===== config.mk =====
export PLATFORM = sky130hd
export DESIGN_NAME = writeback_queue
export DESIGN_NICKNAME = d
export VERILOG_FILES = /design/src/rtl/writeback_queue.sv
export SDC_FILE = /design/constraint.sdc
export NUM_CORES = 1
export LEC_CHECK = 0
export CAP_MARGIN = 25
export CORE_MARGIN = 3
export CORE_UTILIZATION = 59
export CTS_BUF_LIST = sky130_fd_sc_hd__clkbuf_8 sky130_fd_sc_hd__clkbuf_16
export DETAILED_ROUTE_END_ITERATION = 8
export PLACE_DENSITY = 0.86
export SYNTH_ARGS = -nofsm -noshare
export SYNTH_HDL_FRONTEND = slang
export SYNTH_SLANG_ARGS = --single-unit

===== constraint.sdc =====
create_clock -name clk -period 9.3 [get_ports clk]
set_clock_uncertainty 0.2 [all_clocks]
set_input_delay 2.79 -clock clk [delete_from_list [all_inputs] [get_ports clk]]
set_output_delay 2.79 -clock clk [all_outputs]
set_load 0.02 [all_outputs]

===== src/rtl/writeback_queue.sv =====
// writeback_queue: in-order FIFO of pending register-file writebacks with per-register pending flags.
// Ports:
//   clk, reset        clock and asynchronous active-low reset
//   inValid/inReady   producer handshake; inIsVec, inReg, inData describe the result offered
//   flush, hold       flush empties the queue at the next edge; hold pauses draining only
//   regWrEnSc/Vec     write strobes for the head entry; regToWrite and dataIn carry its index and data
//   pendingSc/Vec     one flag per register with a queued write of that kind
//   count             number of occupied entries
module writeback_queue #(
   parameter int registerSize  = 8,
   parameter int vecSize       = 16,
   parameter int selectionBits = 4,
   parameter int DEPTH         = 4
) (
   input  logic                              clk,
   input  logic                              reset,
   input  logic                              inValid,
   output logic                              inReady,
   input  logic                              inIsVec,
   input  logic [selectionBits-1:0]          inReg,
   input  logic [vecSize*registerSize-1:0]   inData,
   input  logic                              flush,
   input  logic                              hold,
   output logic                              regWrEnSc,
   output logic                              regWrEnVec,
   output logic [selectionBits-1:0]          regToWrite,
   output logic [vecSize*registerSize-1:0]   dataIn,
   output logic [(1<<selectionBits)-1:0]     pendingSc,
   output logic [(1<<selectionBits)-1:0]     pendingVec,
   output logic [$clog2(DEPTH):0]            count
);
   localparam int PW = $clog2(DEPTH);
   localparam logic [PW:0] FULL = (PW+1)'(DEPTH);
   logic [PW-1:0] rd_ptr, wr_ptr;
   logic [DEPTH-1:0] valid;
   logic ent_vec [DEPTH];
   logic [selectionBits-1:0] ent_reg [DEPTH];
   logic [vecSize*registerSize-1:0] ent_data [DEPTH];
   logic enq, deq;
   assign inReady = (count != FULL) && !flush;
   assign enq = inValid && inReady;
   assign deq = (count != '0) && !hold && !flush;
   assign regWrEnSc = deq && !ent_vec[rd_ptr];
   assign regWrEnVec = deq && ent_vec[rd_ptr];
   assign regToWrite = deq ? ent_reg[rd_ptr] : '0;
   assign dataIn = deq ? ent_data[rd_ptr] : '0;
   always_comb begin
      pendingSc = '0;
      pendingVec = '0;
      for (int i = 0; i < DEPTH; i++)
         if (valid[i]) begin
            if (ent_vec[i]) pendingVec[ent_reg[i]] = 1'b1;
            else pendingSc[ent_reg[i]] = 1'b1;
         end
   end
   // Control state; enqueue and dequeue never touch the same slot since 0 < count < DEPTH when both fire.
   always_ff @(posedge clk or negedge reset)
      if (!reset) begin
         rd_ptr <= '0;
         wr_ptr <= '0;
         valid <= '0;
         count <= '0;
      end else if (flush) begin
         rd_ptr <= '0;
         wr_ptr <= '0;
         valid <= '0;
         count <= '0;
      end else begin
         if (enq) begin
            wr_ptr <= wr_ptr + 1'b1;
            valid[wr_ptr] <= 1'b1;
         end
         if (deq) begin
            rd_ptr <= rd_ptr + 1'b1;
            valid[rd_ptr] <= 1'b0;
         end
         count <= count + {{PW{1'b0}}, enq} - {{PW{1'b0}}, deq};
      end
   // Payload storage is qualified by valid/count, so it carries no reset.
   always_ff @(posedge clk)
      if (enq) begin
         ent_vec[wr_ptr] <= inIsVec;
         ent_reg[wr_ptr] <= inReg;
         ent_data[wr_ptr] <= inData;
      end
endmodule


==> results_dict.tcl <==
set metrics [dict create \
    outcome "complete, no violations" \
    yosys-top-cells-count "532 x edfxtp_1, 137 x and2_1, 133 x mux4_2" \
    fin_setup_tns_ns 0 \
    ctsHoldBuffers 0 \
    finalPower_mw 6.150 \
    start_util_pct 60.67 \
    ys_types 51 \
    design_area_um2 27090 \
    cp-end-kind "primary output" \
    std_cell_rows 69 \
    drc_errors 0 \
    synth.most_common_cell "edfxtp_1" \
    hold_path_class "reg -> reg" \
    yosysWarnings 0 \
    syn_area_um2 21890 \
    grt.total_usage_pct 26.74 \
    tritoncts "yes" \
    synth_ff_type "edfxtp_1" \
    power_frac_comb_pct 19.0 \
    critical_path.cell_chain "clkdlybuf4s50_1 -> nor3_4 -> buf_4 -> and2_1 -> clkdlybuf4s50_1" \
    synth-seq-cells 543 \
    power_density_nw_per_um2 227.1 \
    peakVddDrop_uv 278.9 \
    cts_buffers 53 \
    fp.dieW_um 198.6 \
    power_frac_clock_pct 33.2 \
    arrival_ns 5.18 \
    drv_cap 0 \
    power.internal_mw 4.585 \
    grt_max_degree 134 \
    synth.mux.area_fraction_pct 13.83 \
    io_pins 308 \
    synth_seq_area_share_pct 74.22 \
    grt_pass1_vias 12100 \
    required_ns 6.31 \
    rsz0062_at_grt "no" \
    clock-root-buffer "clkbuf_16" \
    postCtsResizedCells 0 \
    dpl.hpwl_um 31380 \
    finalHoldViolCount 0 \
    syn_to_final_growth_pct 23.71 \
    slowest_stage "clkdlybuf4s50_1" \
    tightest_slew_ns 1.104 \
    placed_cell_area_um2 25400 \
    cpMostUsedCell "clkdlybuf4s50_1" \
    p_seq_share_pct 47.8 \
    ant_nets 0 \
    critPathMaxFanout 56 \
    slew_headroom_pct 26.39 \
    clkTransAtPathRegs_ns 0.06 \
    synth_top_area_share_pct 72.96 \
    path_class "in -> out" \
    vias_per_cell 6.273 \
    cts.sinks 543 \
    grt_overflow_total 0 \
    switchingPower_mw 1.565 \
    period_minus_slack_ns 8.175 \
    switching_share_pct 25.45 \
    synth_top_family_by_area "multiplexers" \
    critPathLaunchType "input port" \
    place.gp.congestion 0.9001 \
    drive_gt1_share_pct 16.82 \
    post_cts_buffers 0 \
    final_nets 1531 \
    routed_wl_um 52050 \
    syn_inst 1068 \
    synthAdderAreaFrac_pct 0.6629 \
    coreArea_um2 36090 \
    synthArstFlopShare_pct 2.026 \
    synth_area_leaders "edfxtp_1 73%, mux4_2 14%, and2_1 3.9%, dfrtp_1 1.3%, o221ai_1 0.80%" \
    largest_register_ffs 512 \
    synthXorXnorAreaFrac_pct 0.08000 \
    die_h_um 198.6 \
    stdcell_count 1891 \
    antenna_found_initial 12 \
    syn_avg_cell_area_um2 20.50 \
    min_period_over_period_pct 87.90 \
    synth_edf_count 532 \
    port_buffers 307 \
    setup_viol 0 \
    via_count 11860 \
    clockBufferDepth 3 \
    max_freq_ghz 0.1223 \
    dr.pass1.iters 6 \
    syn_nets 1217 \
    wl_per_cell_um 27.52 \
    slowest_delay_ns 0.71 \
    drt-initial-drc-count 1223 \
    dp_cells 1788 \
    synth_area_leader_cell "edfxtp_1" \
    dieArea_um2 39460 \
    clk_latency_ns 0.58 \
    yosys.area_share.simple_pct 6.892 \
    power.leakage_nw 8.575 \
    drv_slew 0 \
    cts_max_level 2 \
    grt_pass1_wl_um 77780 \
    synth_compound_area_share_pct 2.772 \
]
[power by group through the flow]
| stage | logic (mW) | registers, mW | clock network, mW |
|---|---|---|---|
| final | 1.17 | 2.94 | 2.04 |
| after global routing | 1.24 | 2.96 | 2.17 |
| after CTS | 1.18 | 2.94 | 2.08 |
| after detailed placement | 1.17 | 2.99 | 0 |
| after global placement | 1.16 | 2.98 | 0 |
| after floorplan | 0.783 | 2.94 | 0 |
[metrics by stage]
| stage | setup WS (ns) | util [%] | hold slack [ns] |
|---|---|---|---|
| floorplan | 2.176 | - | 0.2922 |
| global placement | 1.137 | 70.39 | 0.3298 |
| detailed placement | 1.110 | 70.39 | 0.3625 |
| CTS | 1.108 | 75.04 | 0.3708 |
| global route | 0.9666 | 75.04 | 0.3993 |
| finish | 1.125 | 75.06 | 0.3711 |
[routing by layer]
| metal | vias to the layer above | global-route usage, % | wire, um |
|---|---|---|---|
| li1 | 5051 | - | - |
| met1 | 6050 | 37.33 | 19690 |
| met2 | 647 | 42.04 | 25440 |
| met3 | 97 | 8.384 | 5540 |
| met4 | 18 | 7.028 | 1257 |
| met5 | - | 0 | 115 |
[final timing paths]
kind	to	slack, ns	cells after the start	startpoint
min in group asynchronous	count[1]	2.35	1	reset
max in group asynchronous	rd_ptr[0]	6.16	1	reset
min	wr_ptr[0]	0.37	1	wr_ptr[0]
max	dataIn[110]	1.13	5	flush
min reg2reg	wr_ptr[0]	0.37	1	wr_ptr[0]
max reg2reg	ent_data[0][119]	6.28	3	count[2]
[kinds of logic (layout without fill, tap and decap cells)]
kind of cell    count (synthesis)  in the layout
fa+ha+maj                      11             11
flops                         543            543
other cells                     0              3
compound gates                 74             74
buf+inv                        69            428
mux                           136            136
xor+xnor                        2              2
simple gates                  233            233
[area by class of cell]
class                   count  area [um2]
repair buffers            321        3216
clock inverters            47       349.1
multi-input cells         456        5326
well taps                 461       576.8
inverters                   7       26.28
diodes                      3       7.507
fillers                  1991        9001
flip-flops and latches    543       16260
clock buffers              53        1326
[worst max-delay path: cells and delay by family]
kind / cells / cell delay, ns
buf+inv: 3 / 1.76
simple gates: 2 / 0.57
[layout by cell type, fill, tap and decap left out, drive strengths merged, types with 4 or more instances in the layout]
master / count
o22ai: 12
a221o: 10
and2: 137
buf: 14
clkinv: 25
o221ai: 20
ha: 10
a31oi: 4
nor2: 14
inv: 21
nand4b: 9
nand3: 4
edfxtp: 532
or2: 4
nand2b: 11
clkbuf: 53
and3: 5
clkdlybuf4s50: 307
mux4: 133
bufinv: 4
a211oi: 4
nor2b: 15
dfrtp: 11
a22oi: 10
nand2: 8
nor4bb: 7
clkinvlp: 4
Power figures use the tool's default switching activity.
